--- src/rtl/dram_arbiter.sv ---
// Single-port DRAM command arbiter: refresh, write-capture and read-display
// requesters share one controller interface, one command in flight at a time.
module dram_arbiter #(
  parameter int REF_INTERVAL  = 780,
  parameter int TIMEOUT       = 255,
  parameter int WR_STREAK_MAX = 4
) (
  input  logic        CLK100MHz,
  input  logic        resetN,
  input  logic        wrReq,
  input  logic        rdReq,
  input  logic [12:0] wrRow,
  input  logic [12:0] rdRow,
  input  logic [1:0]  wrBank,
  input  logic [1:0]  rdBank,
  input  logic        rdUrgent,
  output logic        wrDone,
  output logic        rdDone,
  output logic        DRAMWriteReq,
  output logic        DRAMReadReq,
  output logic        DRAMRefreshReq,
  output logic [12:0] rowAddress,
  output logic [1:0]  bankAddress,
  input  logic        DRAMWriteAck,
  input  logic        DRAMReadAck,
  input  logic        DRAMRefreshAck,
  output logic        busy,
  output logic        ackTimeout,
  output logic        refOverrun
);

  localparam int RW = $clog2(REF_INTERVAL + 1);
  localparam int TW = $clog2(TIMEOUT + 1);

  typedef enum logic [1:0] {IDLE, WRITE, READ, REFRESH} state_t;

  state_t        state;
  logic [RW-1:0] ref_cnt;
  logic [TW-1:0] tmo_cnt;
  logic [2:0]    wr_streak;
  logic          ref_pending;
  logic          ready;
  logic          ref_expire;
  logic          ref_req;
  logic          rd_first;
  logic          ack_hit;
  logic          tmo_hit;

  // An expiry in the current IDLE cycle already counts as a refresh request,
  // so a simultaneous write/read request loses to it.
  assign ref_expire = (ref_cnt == '0);
  assign ref_req    = ref_pending | ref_expire;
  assign rd_first   = rdReq & (rdUrgent | (wr_streak == 3'(WR_STREAK_MAX)));
  assign ack_hit    = ((state == WRITE)   & DRAMWriteAck) |
                      ((state == READ)    & DRAMReadAck)  |
                      ((state == REFRESH) & DRAMRefreshAck);
  assign tmo_hit    = (tmo_cnt == TW'(TIMEOUT - 1));
  assign busy       = (state != IDLE);

  always_ff @(posedge CLK100MHz or negedge resetN) begin
    if (!resetN) begin
      state          <= IDLE;
      ref_cnt        <= RW'(REF_INTERVAL - 1);
      tmo_cnt        <= '0;
      wr_streak      <= '0;
      ref_pending    <= 1'b0;
      ready          <= 1'b0;
      wrDone         <= 1'b0;
      rdDone         <= 1'b0;
      DRAMWriteReq   <= 1'b0;
      DRAMReadReq    <= 1'b0;
      DRAMRefreshReq <= 1'b0;
      rowAddress     <= '0;
      bankAddress    <= '0;
      ackTimeout     <= 1'b0;
      refOverrun     <= 1'b0;
    end else begin
      // ready holds off grants for the first edge after reset release
      ready  <= 1'b1;
      wrDone <= 1'b0;
      rdDone <= 1'b0;
      ref_cnt <= ref_expire ? RW'(REF_INTERVAL - 1) : ref_cnt - 1'b1;
      if (ref_expire) begin
        if (ref_pending) refOverrun <= 1'b1;
        ref_pending <= 1'b1;
      end
      case (state)
        IDLE: begin
          if (!rdReq) wr_streak <= '0;
          if (ready) begin
            tmo_cnt <= '0;
            if (ref_req) begin
              state          <= REFRESH;
              DRAMRefreshReq <= 1'b1;
              ref_pending    <= 1'b0;
            end else if (rd_first || (rdReq && !wrReq)) begin
              state       <= READ;
              DRAMReadReq <= 1'b1;
              rowAddress  <= rdRow;
              bankAddress <= rdBank;
              wr_streak   <= '0;
            end else if (wrReq) begin
              state        <= WRITE;
              DRAMWriteReq <= 1'b1;
              rowAddress   <= wrRow;
              bankAddress  <= wrBank;
              if (rdReq && wr_streak != 3'd7) wr_streak <= wr_streak + 1'b1;
            end
          end
        end
        default: begin
          if (ack_hit) begin
            state          <= IDLE;
            DRAMWriteReq   <= 1'b0;
            DRAMReadReq    <= 1'b0;
            DRAMRefreshReq <= 1'b0;
            wrDone         <= (state == WRITE);
            rdDone         <= (state == READ);
          end else if (tmo_hit) begin
            // requester keeps its request up, so the command is simply retried
            state          <= IDLE;
            DRAMWriteReq   <= 1'b0;
            DRAMReadReq    <= 1'b0;
            DRAMRefreshReq <= 1'b0;
            ackTimeout     <= 1'b1;
          end else begin
            tmo_cnt <= tmo_cnt + 1'b1;
          end
        end
      endcase
    end
  end

endmodule

--- config.mk ---
export PLATFORM = sky130hd
export DESIGN_NAME = dram_arbiter
export DESIGN_NICKNAME = d
export VERILOG_FILES = /design/src/rtl/dram_arbiter.sv
export SDC_FILE = /design/constraint.sdc
export NUM_CORES = 1
export LEC_CHECK = 0
export BUFFER_PORTS_ARGS = -buffer_cell sky130_fd_sc_hd__buf_2
export CAP_MARGIN = 20
export CORE_MARGIN = 8
export CORE_UTILIZATION = 49
export DETAILED_ROUTE_END_ITERATION = 10
export PLACE_DENSITY_LB_ADDON = 0.25
export SYNTH_ARGS = -nofsm -noshare
export SYNTH_HDL_FRONTEND = slang
export SYNTH_SLANG_ARGS = --single-unit
--- constraint.sdc ---
create_clock -name CLK100MHz -period 2.1 [get_ports CLK100MHz]
set_clock_uncertainty 0.1 [all_clocks]
set_input_delay 0.21 -clock CLK100MHz [delete_from_list [all_inputs] [get_ports CLK100MHz]]
set_output_delay 0.21 -clock CLK100MHz [all_outputs]
set_load 0.005 [all_outputs]
Word-level counts from Yosys, hierarchy flattened --
Index checks and enable logic that the tools add are counted.
Storage, ports and cells: flip-flop bits (word level) 47, input bits 38, output and inout port bits 23, logic and storage cells 105
Operators by class: muxes and demuxes 44, equal/unequal tests 15, add/subtract/negate cells 3, reduce and logical (&&, ||, !) cells 17, bitwise logic cells 11
Operators with widths (number):
- 2-to-1 mux 8 bit | 4
- 2-to-1 mux 13 bit | 2
- 2-to-1 mux 1 bit | 22
- 2-to-1 mux 2 bit | 9
- 2-to-1 mux 3 bit | 6
- inequality test 2 bit (second input constant) | 6
- AND reduction 3 bit | 4
- logical NOT 10 bit | 1
- 2-to-1 mux 10 bit | 1
- subtractor 10 x 1 -> 10 bit (second input constant) | 1
- adder 8 x 1 -> 8 bit (second input constant) | 1
- == test 8 bit (second input constant) | 1
- AND reduction 4 bit | 2
- AND reduction 5 bit | 1
- bitwise AND 1 bit | 4
- == test 2 bit (second input constant) | 2
- inequality test 2 x 1 -> 1 bit (second input constant) | 2
- inequality test 4 bit (second input constant) | 1
- bitwise OR 1 bit | 4
- nonzero test 2 bit | 2
- adder 3 x 1 -> 3 bit (second input constant) | 1
- == test 3 bit (second input constant) | 1
- inequality test 3 bit (second input constant) | 1
- inverter 1 bit | 3
- 7 further kinds | 8

Depth between registers and ports, before layout --
depth in word-level cells 8, gate-level depth with buffers 8, depth with buffers taken out 7

Worst setup path before layout --
Ideal clock, no wire load.
kind register -> register, start point register ref_cnt[0], end point register rowAddress[0], arrival time 1.688 ns, library setup time 0.119 ns, path slack 0.193 ns, data required time 1.881 ns, cell stages (with the launch flop) 9, path buffers 1, period minus slack after synthesis 1.907 ns, path through dfstp_2 inv_1 ha_1 nor2b_1 a311oi_4 o21ai_2 buf_6 nand2_2 o21ai_2
On the way: longest elaborated chain between the ends 4
RTL lines:
- from (decl) | RTL line 38 | logic [RW-1:0] ref_cnt;
- from (signal assigned) | RTL line 63 | ref_cnt <= RW'(REF_INTERVAL - 1);
- from (signal assigned) | RTL line 82 | ref_cnt <= ref_expire ? RW'(REF_INTERVAL - 1) : ref_cnt - 1'b1;
- logical NOT 10 bit | RTL line 51 | assign ref_expire = (ref_cnt == '0);
- bitwise OR 1 bit | RTL line 52 | assign ref_req = ref_pending | ref_expire;
- inverter 1 bit (no line)
- AND reduction 4 bit (no line)
- to (signal assigned) | RTL line 99 | rowAddress <= rdRow;
- to (signal assigned) | RTL line 105 | rowAddress <= wrRow;
- to (decl) | RTL line 22 | output logic [12:0] rowAddress,
Every way passes these cells. A chain may end at the register's enable or synchronous reset.

Final worst setup path --
start point register ref_cnt[0], end point register rowAddress[7]
The elaborated chain is that of the path after synthesis.

==> out/metrics.yaml <==
status: "finished clean"
cts.sink_count: 47
cp_data_required_time_ns: 2.19
max_stage_delay_ns: 0.54
arrival_ns: 2.06
swShare_pct: 31.67
diodes: 0
finalWeightedCongestion: 0.7971
cp-start-kind: "register"
die_area_um2: 7453
root_buffer: "clkbuf_8"
vdd_drop_max_uv: 475.9
drv_slew: 0
io_buffers: 60
dp_cells: 364
synth_warnings: 0
cpLargestDelayFamily: "flip-flops"
fin_tns_setup_ns: 0
p_leak_nw: 1.518
core_um2: 4755
clock_latency_ns: 0.30
nets: 351
antenna_found_initial: 0
postSynthNetCount: 278
critPathBufInv: 2
drive_gt1_share_pct: 37.46
grt_max_degree: 31
drt_iter0_drc: 58
wirelength_um: 5020
final_hold_viol_count: 0
fp.dieH_um: 86.33
setup_viol: 0
ant_nets: 0
hpwl_um: 3868
die_w_um: 86.33
fillCellCount: 425
path_depth: 8
vias: 1895
synth_edf_count: 0
dpl_cell_area_um2: 2865
crit_path_frequent_cell: "o21ai_2"
first_pass_iters: 4
grt-ovfl-total: 0
syn_avg_cell_area_um2: 10.40
comb_power_share_pct: 32.3
post-route-min-period_ns: 1.965
grt_pass1_wl_um: 8549
endpoint_kind: "register"
cts_buffer_depth: 2
path_cells: "inv_1 -> ha_1 -> nor2b_2 -> a311oi_4 -> o21ai_2 -> buf_12 -> nand2_1 -> o21ai_2"
cts_inserted_buffers: 5
io_pins: 61
power_frac_seq_pct: 43.6
clk_pin_slew_ns: 0.09
intPower_w: 0.001943
synth_area_um2: 2424
drt-vias-per-instance: 5.067
cellPowerDensity_nw_per_um2: 945.2
crit_fanout: 30
ys.flop_type: "dfrtp_1"
async_flop_share_pct: 100.0
wl_per_cell_um: 13.42
switchingPower_w: 0.0009003
rsz0062_at_grt: "false"
max_cap_violations: 0
worstMarginPinSlew_ns: 0.5526
final_core_util_pct: 63.26
period_share_pct: 93.56
path_class: "register to register"
floorplan.initialDensity_pct: 50.97
design_area_um2: 3008
synth_cell_type_count: 42
htree_levels: 2
row_count: 25
area_growth_pct: 24.11
synth-seq-area-share_pct: 48.79
gr-usage-all-layers_pct: 14.29
cts_tree: "yes"
fmaxAchievable_ghz: 0.5089
regArea_um2: 1182
power_frac_clock_pct: 24.0
drc: 0
r2r_cells: 8
grt_pass1_vias: 1900
holdPathStages: 3
multi_input_area_um2: 1161
instances_no_fill: 374
synthCells: 233
ys_ff_latch: 47
slowest_stage: "dfstp_2"
maxSlewHeadroom_pct: 62.69
hp-class: "input port to register"
## area by class of cell
| class | count | area share, % |
|---|---|---|
| timing repair buffer | 73 | 14.14 |
| sequential | 47 | 39.31 |
| clock buffer | 6 | 2.745 |
| clock inverter | 2 | 1.165 |
| multi-input combinational | 169 | 38.60 |
| inverter | 10 | 1.248 |
| tap | 67 | 2.787 |
## worst register-to-register path, delay by kind of cell (launching register included)
family                     cells  cell delay [ns]
and+or+nand+nor                2             0.30
DFF                            1             0.54
AOI/OAI and AO/OA              3             0.48
buffers and inverters          2             0.25
adders and majority gates      1             0.19
## cells in the mapped netlist (3+ instances only)
master,n,area share (%)
dfstp_2,5,5.4
inv_1,10,1.5
a21oi_1,4,0.83
dfrtp_1,42,43
and3_1,4,1.0
mux2i_1,19,7.8
o21ai_0,9,1.9
nand3_1,6,1.2
ha_1,7,3.6
nand2_2,5,1.3
a31oi_1,3,0.77
clkbuf_1,3,0.46
nor2_1,17,2.6
nand2_1,30,4.6
buf_6,3,1.4
and2_1,5,1.3
o21ai_2,17,6.1
o21a_1,3,0.93
nor3_1,6,1.2
xnor2_1,6,2.2
## repair_timing
item,CTS,global route
setup buffers,0,1
gates resized for setup,0,2
setup endpoints to repair,0,9
hold buffers,1,0
hold endpoints to repair,19,0
## sequential cells by signal, indices dropped and copies added, names as in the netlist
signal          flops
DRAMReadReq         1
state               2
rowAddress         13
DRAMWriteReq        1
bankAddress         2
ref_cnt            10
wr_streak           3
refOverrun          1
wrDone              1
DRAMRefreshReq      1
ackTimeout          1
ref_pending         1
tmo_cnt             8
rdDone              1
ready               1
## worst paths after layout
| kind | start | slack [ns] | endpoint |
|---|---|---|---|
| hold / removal | rdRow[1] | 0.08 | rowAddress[1] |
| setup reg to reg | ref_cnt[0] | 0.14 | rowAddress[7] |
| setup / recovery | ref_cnt[0] | 0.14 | rowAddress[7] |
| max in group asynchronous | resetN | 0.91 | ref_cnt[1] |
| hold reg to reg | refOverrun | 0.36 | refOverrun |
| min in group asynchronous | resetN | 0.29 | tmo_cnt[4] |
## per-stage QoR
stage	hold WS [ns]	worst slack (ns)	total power, W
global route	0.06253	0.01652	0.003065
detailed placement	0.09211	0.1209	0.002182
floorplan	-0.1856	0.1930	0.001791
finish	0.07763	0.1351	0.002843
global placement	0.09356	0.1888	0.002152
CTS	0.07067	0.1078	0.002870
## routing by layer
layer	up-vias	track usage, %	routed length, um
met5	-	0	0
met4	0	3.756	24
met3	2	5.577	266
met2	46	22.85	2427
met1	894	17.48	2302
li1	953	-	-
## cell families after synthesis
family | synth area share [%]
buffers and inverters | 3.614
muxes | 7.847
and+or+nand+nor | 18.07
xor gates and xnor gates | 2.530
adders and majority gates | 3.614
other | 0.1547
DFF | 48.79
AOI/OAI and AO/OA | 15.39
## power by group through the flow
stage	logic, W	registers (W)	clock network, W
global route	0.00103	0.00127	0.000759
floorplan	0.000514	0.00128	0
CTS	0.000930	0.00124	0.000699
global placement	0.000898	0.00125	0
finish	0.000920	0.00124	0.000683
detailed placement	0.000927	0.00125	0
## placed cells by master, fill, tap and decap left out, drive strengths merged, types with 4 or more instances in the layout
master  count
a21oi       4
and2        5
and3        4
buf        72
clkbuf      6
dfrtp      42
dfstp       5
ha          7
inv        10
mux2i      19
nand2      35
nand3       6
nor2       17
nor3        7
o21ai      26
xnor2       6
(Power assumes the default switching activity.)
